`config.mk`:
```
export PLATFORM = sky130hd
export DESIGN_NAME = ahb_apb_bridge
export DESIGN_NICKNAME = d
export VERILOG_FILES = /design/src/rtl/ahb_apb_bridge.sv
export SDC_FILE = /design/constraint.sdc
export NUM_CORES = 1
export LEC_CHECK = 0
export BUFFER_PORTS_ARGS = -buffer_cell sky130_fd_sc_hd__buf_2
export CAP_MARGIN = 25
export CORE_MARGIN = 4
export CORE_UTILIZATION = 25
export CTS_CLUSTER_DIAMETER = 150
export DETAILED_ROUTE_END_ITERATION = 8
export GPL_ROUTABILITY_DRIVEN = 0
export PLACE_DENSITY = 0.6
export SKIP_LAST_GASP = 1
export SLEW_MARGIN = 0
export SYNTH_ARGS = -nofsm -noshare
export SYNTH_HDL_FRONTEND = slang
export SYNTH_SLANG_ARGS = --single-unit
```
`constraint.sdc`:
```
create_clock -name HCLK -period 3.9 [get_ports HCLK]
set_input_delay 0.195 -clock HCLK [delete_from_list [all_inputs] [get_ports HCLK]]
set_output_delay 0.195 -clock HCLK [all_outputs]
set_load 0.03 [all_outputs]
```
`src/rtl/ahb_apb_bridge.sv`:
```
// AHB-Lite slave to APB4 master bridge: one APB transfer in flight, AHB stalled until it
// completes; optional PREADY timeout turns a hung peripheral into an ERROR response.
module ahb_apb_bridge #(
    parameter int unsigned ADDR_WIDTH = 16,
    parameter int unsigned TIMEOUT    = 0
) (
    input  logic                  HCLK,
    input  logic                  HRESETn,
    input  logic                  HSEL,
    input  logic [31:0]           HADDR,
    input  logic [1:0]            HTRANS,
    input  logic                  HWRITE,
    input  logic [2:0]            HSIZE,
    input  logic [3:0]            HPROT,
    input  logic [31:0]           HWDATA,
    input  logic                  HREADY,
    output logic [31:0]           HRDATA,
    output logic                  HREADYOUT,
    output logic                  HRESP,
    output logic [ADDR_WIDTH-1:0] PADDR,
    output logic                  PSEL,
    output logic                  PENABLE,
    output logic                  PWRITE,
    output logic [31:0]           PWDATA,
    output logic [3:0]            PSTRB,
    output logic [2:0]            PPROT,
    input  logic [31:0]           PRDATA,
    input  logic                  PREADY,
    input  logic                  PSLVERR
);

    typedef enum logic [2:0] {
        StIdle, StLatch, StSetup, StAccess, StDone, StErr1, StErr2
    } state_e;

    localparam logic [7:0] TimeoutLast = 8'(TIMEOUT - 1);

    state_e                state_q, state_d;
    logic [7:0]            cnt_q, cnt_d;
    logic [ADDR_WIDTH-1:0] paddr_q;
    logic                  pwrite_q;
    logic [31:0]           pwdata_q;
    logic [3:0]            pstrb_q;
    logic [2:0]            pprot_q;
    logic [31:0]           hrdata_q;

    logic       accept;
    logic       size_err;
    logic       timeout_hit;
    logic [3:0] strb;
    logic       unused_inputs;

    assign unused_inputs = ^{HADDR, HTRANS[0], HPROT[3:2]};

    assign accept = HSEL & HTRANS[1] & HREADY &
                    ((state_q == StIdle) | (state_q == StDone) | (state_q == StErr2));
    assign size_err    = HSIZE > 3'd2;
    assign timeout_hit = (TIMEOUT != 0) && (cnt_q == TimeoutLast);

    always_comb begin
        strb = 4'h0;
        if (HWRITE) begin
            case (HSIZE[1:0])
                2'd0:    strb = 4'b0001 << HADDR[1:0];
                2'd1:    strb = HADDR[1] ? 4'b1100 : 4'b0011;
                default: strb = 4'hF;
            endcase
        end
    end

    always_comb begin
        state_d = state_q;
        cnt_d   = 8'd0;
        case (state_q)
            StIdle, StDone, StErr2: begin
                if (accept) state_d = size_err ? StErr1 : StLatch;
                else        state_d = StIdle;
            end
            StLatch: state_d = StSetup;
            StSetup: state_d = StAccess;
            StAccess: begin
                if (PREADY)           state_d = PSLVERR ? StErr1 : StDone;
                else if (timeout_hit) state_d = StErr1;
                else                  cnt_d   = cnt_q + 8'd1;
            end
            StErr1:  state_d = StErr2;
            default: state_d = StIdle;
        endcase
    end

    always_ff @(posedge HCLK or negedge HRESETn) begin
        if (!HRESETn) begin
            state_q <= StIdle;
            cnt_q   <= 8'd0;
        end else begin
            state_q <= state_d;
            cnt_q   <= cnt_d;
        end
    end

    // APB address-side fields are only loaded for legal sizes so they hold across errors.
    always_ff @(posedge HCLK or negedge HRESETn) begin
        if (!HRESETn) begin
            paddr_q  <= '0;
            pwrite_q <= 1'b0;
            pstrb_q  <= 4'h0;
            pprot_q  <= 3'b000;
            pwdata_q <= 32'h0;
            hrdata_q <= 32'h0;
        end else begin
            if (accept && !size_err) begin
                paddr_q  <= HADDR[ADDR_WIDTH-1:0];
                pwrite_q <= HWRITE;
                pstrb_q  <= strb;
                pprot_q  <= {~HPROT[0], 1'b0, HPROT[1]};
            end
            if (state_q == StLatch && pwrite_q) begin
                pwdata_q <= HWDATA;
            end
            if (state_q == StAccess && PREADY && !PSLVERR && !pwrite_q) begin
                hrdata_q <= PRDATA;
            end
        end
    end

    assign HREADYOUT = (state_q == StIdle) | (state_q == StDone) | (state_q == StErr2);
    assign HRESP     = (state_q == StErr1) | (state_q == StErr2);
    assign PSEL      = (state_q == StSetup) | (state_q == StAccess);
    assign PENABLE   = (state_q == StAccess);
    assign HRDATA    = hrdata_q;
    assign PADDR     = paddr_q;
    assign PWRITE    = pwrite_q;
    assign PWDATA    = pwdata_q;
    assign PSTRB     = pstrb_q;
    assign PPROT     = pprot_q;

endmodule

```
==> impl_metrics.toml, run 1 <==
[outcome]
status = "finished, final reports clean"

[drt]
drtIter0Drc = 50
wl_per_cell_um = 14.2
drt_first_pass_iters = 4
antenna_left = 0
num_vias = 2515
vias_per_cell = 4.18
drcViolationCount = 0
wl_um = 8550

[synth]
syn_inst = 226
synth.cell_area_um2 = 3690
syn_area_per_cell_um2 = 16.3
synthMuxAreaShare = 0.290
yosysSeqAreaShare = 0.611
synth-simple-area-share = 0.0315
ys_ff_latch = 90
synth_compound_area_frac = 0.0258
synth_top_family_by_area = "multiplexers"
synth_fa_ha_area_frac = 0
ys_types = 30
synth-xor-area-share = 0.00237
yosysWarnings = 0
synth_fp_nets = 338

[worst_setup_path]
cp-start-kind = "register"
worstPathMaxFanout = 32
cpMaxStageDelayCell = "or4_4"
critPathBufInv = 0
crit_required_ns = 4.11
arrival_ns = 2.26
path_class = "register to register"
crit_family = "simple AND/OR/NAND/NOR gates"
cp_cell_sequence = "nand2_1 -> or4_4 -> mux2_4"
worstSetupEndpointType = "register"
crit_path_max_incr_delay_ns = 0.73

[flow_run]
drv_cap = 0

[finish]
fin_nets = 525
diodes = 0
layout.cells.non_filler = 602
syn_to_final_growth_pct = 38.2
drive_gt1_frac = 0.699

[sta]
rsz0062_at_grt = "no"
fin_crit_sh = 0.523
tightestPinTransition_ns = 0.613
fin_crit_ns = 2.04
slew_headroom = 0.591
slew_viol_final = 0
hold_slack_ns = 0.0261
setup-violations-final = 0
max_freq_mhz = 490
fin_setup_tns_ns = 0
finClkSkew_ns = 0.00674
hold_viol = 0

[pwr]
p_leak_nw = 2.68
total_power_mw = 4.80
powerDensity_nw_per_um2 = 942
peakVddDrop_uv = 348

[grt]
gr-total-overflow = 0
grt_pass1_wl_um = 13400
grt_max_degree = 52
grt_use_total = 0.102
antenna_found_initial = 1
grt_pass1_vias = 2660

[hold_path]
hold_path.class = "input port to register"

[clock_tree]
cts_root_buf = "clkbuf_16"
cts-buffers-inserted = 9
clock_path_buffers = 2
clk_pin_slew_ns = 0.07
h-tree-depth = 3
postCtsResizedCells = 0
cts_setup_buffers = 0
cts_sinks = 90
clock_latency_ns = 0.33
cts_tree = "yes"

[floorplan]
die_x_um = 129
dieArea_um2 = 16800
ios = 204
die_y_um = 129
core_um2 = 14500
fp-row-count = 44
start_util = 0.255

[place]
portBuffers = 183
hpwl_um = 6450
dp_cells = 584
## worst register-to-register path, stage by stage, from the launching register on
cell and delay, ns:
dfrtp_1 0.59, nand2_1 0.17, or4_4 0.73, mux2_4 0.43
## power by group
group,leakage [nW],total [mW],internal (mW),switching (mW)
clock network,0.156,0.926,0.577,0.349
logic,1.41,2.25,0.848,1.40
registers,1.11,1.63,1.39,0.244
## repair_timing
action	CTS	global route
endpoints found under the setup margin	0	0
hold buffers	1	0
hold endpoints to repair	39	0
## sequential cells by signal (all words and copies together) (netlist names)
| signal | count |
|---|---|
| PPROT | 2 |
| PWRITE | 1 |
| PWDATA | 32 |
| PADDR | 16 |
| HRDATA | 32 |
| PSTRB | 4 |
| state_q | 3 |
## synth_stat cells, drive strengths merged
cell type,count,share of area
o21ai,4,0.0054
o41ai,2,0.0047
mux2i,1,0.0027
a21oi,4,0.0054
inv,6,0.0061
o21bai,1,0.0020
nor4,1,0.0058
nor2,2,0.0020
o21a,1,0.0020
mux2,84,0.29
nand3b,1,0.0020
nand2b,2,0.0041
nor3,1,0.0014
conb,1,0.0010
nand2,5,0.0051
or3,1,0.0017
a21o,1,0.0020
and2,1,0.0020
o31ai,2,0.0041
xor2,1,0.0024
buf,11,0.033
nand3,1,0.0014
or4,2,0.0061
dfrtp,90,0.61
## cell families (layout without fill, tap and decap cells)
group / after synthesis / count (layout)
AO/OA/AOI/OAI: 15 / 15
multiplexers: 85 / 85
XOR/XNOR: 1 / 1
AND/OR/NAND/NOR: 17 / 17
other: 1 / 1
buffers and inverters: 17 / 209
flip-flops: 90 / 90
## final timing paths
| check | end | startpoint | cells past startpoint | slack [ns] |
|---|---|---|---|---|
| worst max-delay path | HRDATA[17]$_DFFE_PN0P_ | state_q[0]$_DFFE_PN0P_ | 3 | 1.86 |
| worst min-delay path | PPROT[2]$_DFFE_PN0P_ | HPROT[0] | 2 | 0.03 |
| worst max register to register | HRDATA[17]$_DFFE_PN0P_ | state_q[0]$_DFFE_PN0P_ | 3 | 1.86 |
| worst min register to register | PWDATA[31]$_DFFE_PN0P_ | PWDATA[31]$_DFFE_PN0P_ | 1 | 0.50 |
| max in group asynchronous | PPROT[0]$_DFFE_PN0P_ | HRESETn | 3 | 2.88 |
| min in group asynchronous | HRDATA[14]$_DFFE_PN0P_ | HRESETn | 2 | 0.38 |
## stage by stage
step	util	instance area [um2]	setup WS, ns
finish	0.352	5100	1.86
global route	0.352	5100	1.77
CTS	0.351	5090	1.73
detailed placement	0.328	4760	1.73
global placement	0.327	4730	1.80
floorplan	-	3690	2.13
## final cells by class
type	count	area, um2
Fill cell	1424	9380
Inverter	6	22.5
Multi-Input combinational cell	119	1300
Timing Repair Buffer	187	975
Clock inverter	5	77.6
Tap cell	184	230
Clock buffer	11	243
Sequential cell	90	2250
## cells in the final DEF (no fill, tap or decap), types with 2 or more instances in the layout
cell type / instances
a21oi_1: 4
buf_2: 182
buf_4: 2
bufinv_16: 2
clkbuf_16: 9
clkinv_2: 2
dfrtp_1: 90
inv_1: 5
mux2_2: 54
mux2_4: 30
nand2_1: 5
nor2_1: 2
o21ai_0: 4
o31ai_1: 2
o41ai_1: 2
or4_4: 2
## routing by layer
metal	wire (um)	vias to the layer above	GRT usage
met1	3500	1228	0.123
met4	88	2	0.0367
met5	13	-	0
li1	-	1171	-
met2	3980	107	0.162
met3	966	7	0.0474
(Power assumes the default switching activity.)
==> run 2, diff against run 1 <==
--- a/config.mk
+++ b/config.mk
@@ -12,7 +12,7 @@
 export CTS_CLUSTER_DIAMETER = 150
 export DETAILED_ROUTE_END_ITERATION = 8
 export GPL_ROUTABILITY_DRIVEN = 0
-export PLACE_DENSITY = 0.6
+export PLACE_DENSITY = 0.62
 export SKIP_LAST_GASP = 1
 export SLEW_MARGIN = 0
 export SYNTH_ARGS = -nofsm -noshare
==> constraint.sdc (replaced) <==
create_clock -name HCLK -period 1.7 [get_ports HCLK]
set_input_delay 0.085 -clock HCLK [delete_from_list [all_inputs] [get_ports HCLK]]
set_output_delay 0.085 -clock HCLK [all_outputs]
set_load 0.03 [all_outputs]
==> impl_metrics.toml, run 2 (synthesis results as in run 1) <==
[pwr]
power_frac_comb = 0.496
power_frac_clock = 0.167
total_power_mw = 11.1
p_leak_nw = 3.03
power.internal_mw = 6.36
p_seq_frac = 0.336
peakVddDrop_uv = 871
p_sw_mw = 4.74
netSwitchingFraction = 0.427
powerDensity_nw_per_um2 = 1860

[sta]
hold_slack_ns = 0.0370
finClkSkew_ns = 0.00916
max_freq_mhz = 582
fin_crit_ns = 1.72
hold_viol = 0
fin_setup_tns_ns = -0.0665
fin_crit_sh = 1.01
rsz0062_at_grt = "yes"
setup-violations-final = 12
slew_viol_final = 0
setup_ws_ns = -0.0173

[clock_tree]
h-tree-depth = 3
cts_setup_buffers = 0
cts_tree = "yes"
postCtsResizedCells = 0
cts_root_buf = "clkbuf_16"
clock_latency_ns = 0.34
clk_pin_slew_ns = 0.07
clock_path_buffers = 2
cts_sinks = 90
cts-buffers-inserted = 9

[worst_setup_path]
path_class = "register to register"
crit_path_end = "HRDATA[20]$_DFFE_PN0P_"
r2r-start = "state_q[2]$_DFFE_PN0P_"
worstSetupEndpointType = "register"
crit_path_max_incr_delay_ns = 0.49
cp-start-kind = "register"
reg2reg_setup_slack_ns = -0.02
r2r_end = "HRDATA[20]$_DFFE_PN0P_"
r2r_cells = 4
worstPathMaxFanout = 32
arrival_ns = 1.93
cpMaxStageDelayCell = "or4_4"
cp_cell_sequence = "nand2b_4 -> or4_4 -> buf_12 -> mux2_4"
critPathLaunch = "state_q[2]$_DFFE_PN0P_"
crit_required_ns = 1.92

[hold_path]
hold_path.class = "input port to register"

[grt]
grt_pass1_wl_um = 15700
grt_pass1_vias = 3094
grt_use_total = 0.122
gr-total-overflow = 0
antenna_found_initial = 0
grt_max_degree = 47

[place]
portBuffers = 183
dp_cells = 592
place_area_um2 = 4850
place_ws_ns = 0.0201
hpwl_um = 6700

[drt]
antenna_left = 0
drtIter0Drc = 67
drcViolationCount = 0
wl_per_cell_um = 14.6
drt_first_pass_iters = 4
vias_per_cell = 4.15
num_vias = 2868
wl_um = 10100

[finish]
layout_commonest_cell = "buf_2"
layout.cells.non_filler = 691
syn_to_final_growth_pct = 61.6
diodes = 0
drive_gt1_frac = 0.594
fin_nets = 614
layout_common_cells = "buf_2 (182), dfrtp_1 (89), dlygate4sd3_1 (83)"
fin_util = 0.412
design_area_um2 = 5960

[floorplan]
core_um2 = 14500
die_x_um = 129
dieArea_um2 = 16800
ios = 204
fp-row-count = 44
start_util = 0.255
die_y_um = 129

[flow_run]
drv_cap = 0

[outcome]
violations = "negative setup slack"
status = "finished with violations"
run 2: cell types whose count changed in the layout (fill, tap and decap cells not counted), moves of 2 or more:
cell and delta:
dlygate4sd3_1 +82, buf_4 +5, buf_12 +4, inv_6 +2
clkinvlp_4 +2, bufinv_16 -2
run 2: timing repair:
action                                 CTS  global route
pin swaps                                0             0
hold buffers                            83             0
setup endpoints to repair                3            31
endpoints found under the hold margin  111             0
run 2: worst max-delay path, delay by kind of cell (launching register included):
family                 cells  cell delay [ns]
AND/OR/NAND/NOR            2             0.65
flip-flops                 1             0.38
buffers and inverters      1             0.20
multiplexers               1             0.33
run 2: power by group through the flow:
stage               clock network, mW  logic, mW  registers, mW
finish                           1.86       5.51           3.73
global route                     2.06       5.82           3.86
CTS                              1.94       5.56           3.73
detailed placement                  0       5.40           3.75
global placement                    0       5.34           3.70
floorplan                           0       1.70           5.75
run 2: worst min-delay path by stage:
stage                     depth (start not counted)  startpoint                      to
after floorplan                                   0     HRESETn   HRDATA[0]$_DFFE_PN0P_
after CTS                                         2    HADDR[0]    PADDR[0]$_DFFE_PN0P_
final                                             2    HADDR[0]    PADDR[0]$_DFFE_PN0P_
after global routing                              2    HADDR[0]    PADDR[0]$_DFFE_PN0P_
after detailed placement                          1     HRESETn  PWDATA[30]$_DFFE_PN0P_
after global placement                            1     HRESETn  HRDATA[20]$_DFFE_PN0P_
run 2: area by class of cell:
class	count	area (um2)
multi-input cells	119	1300
repair buffers	276	1870
clock buffers	9	225
inverters	6	22.5
clock inverters	7	53.8
fillers	1353	8520
well taps	184	230
flip-flops and latches	90	2250
run 2: layer usage:
metal	vias to the layer above	GRT usage	wire [um]
met4	0	0.0385	123
li1	1350	-	-
met5	-	0	0
met3	8	0.0523	1020
met2	127	0.213	5000
met1	1383	0.135	3930
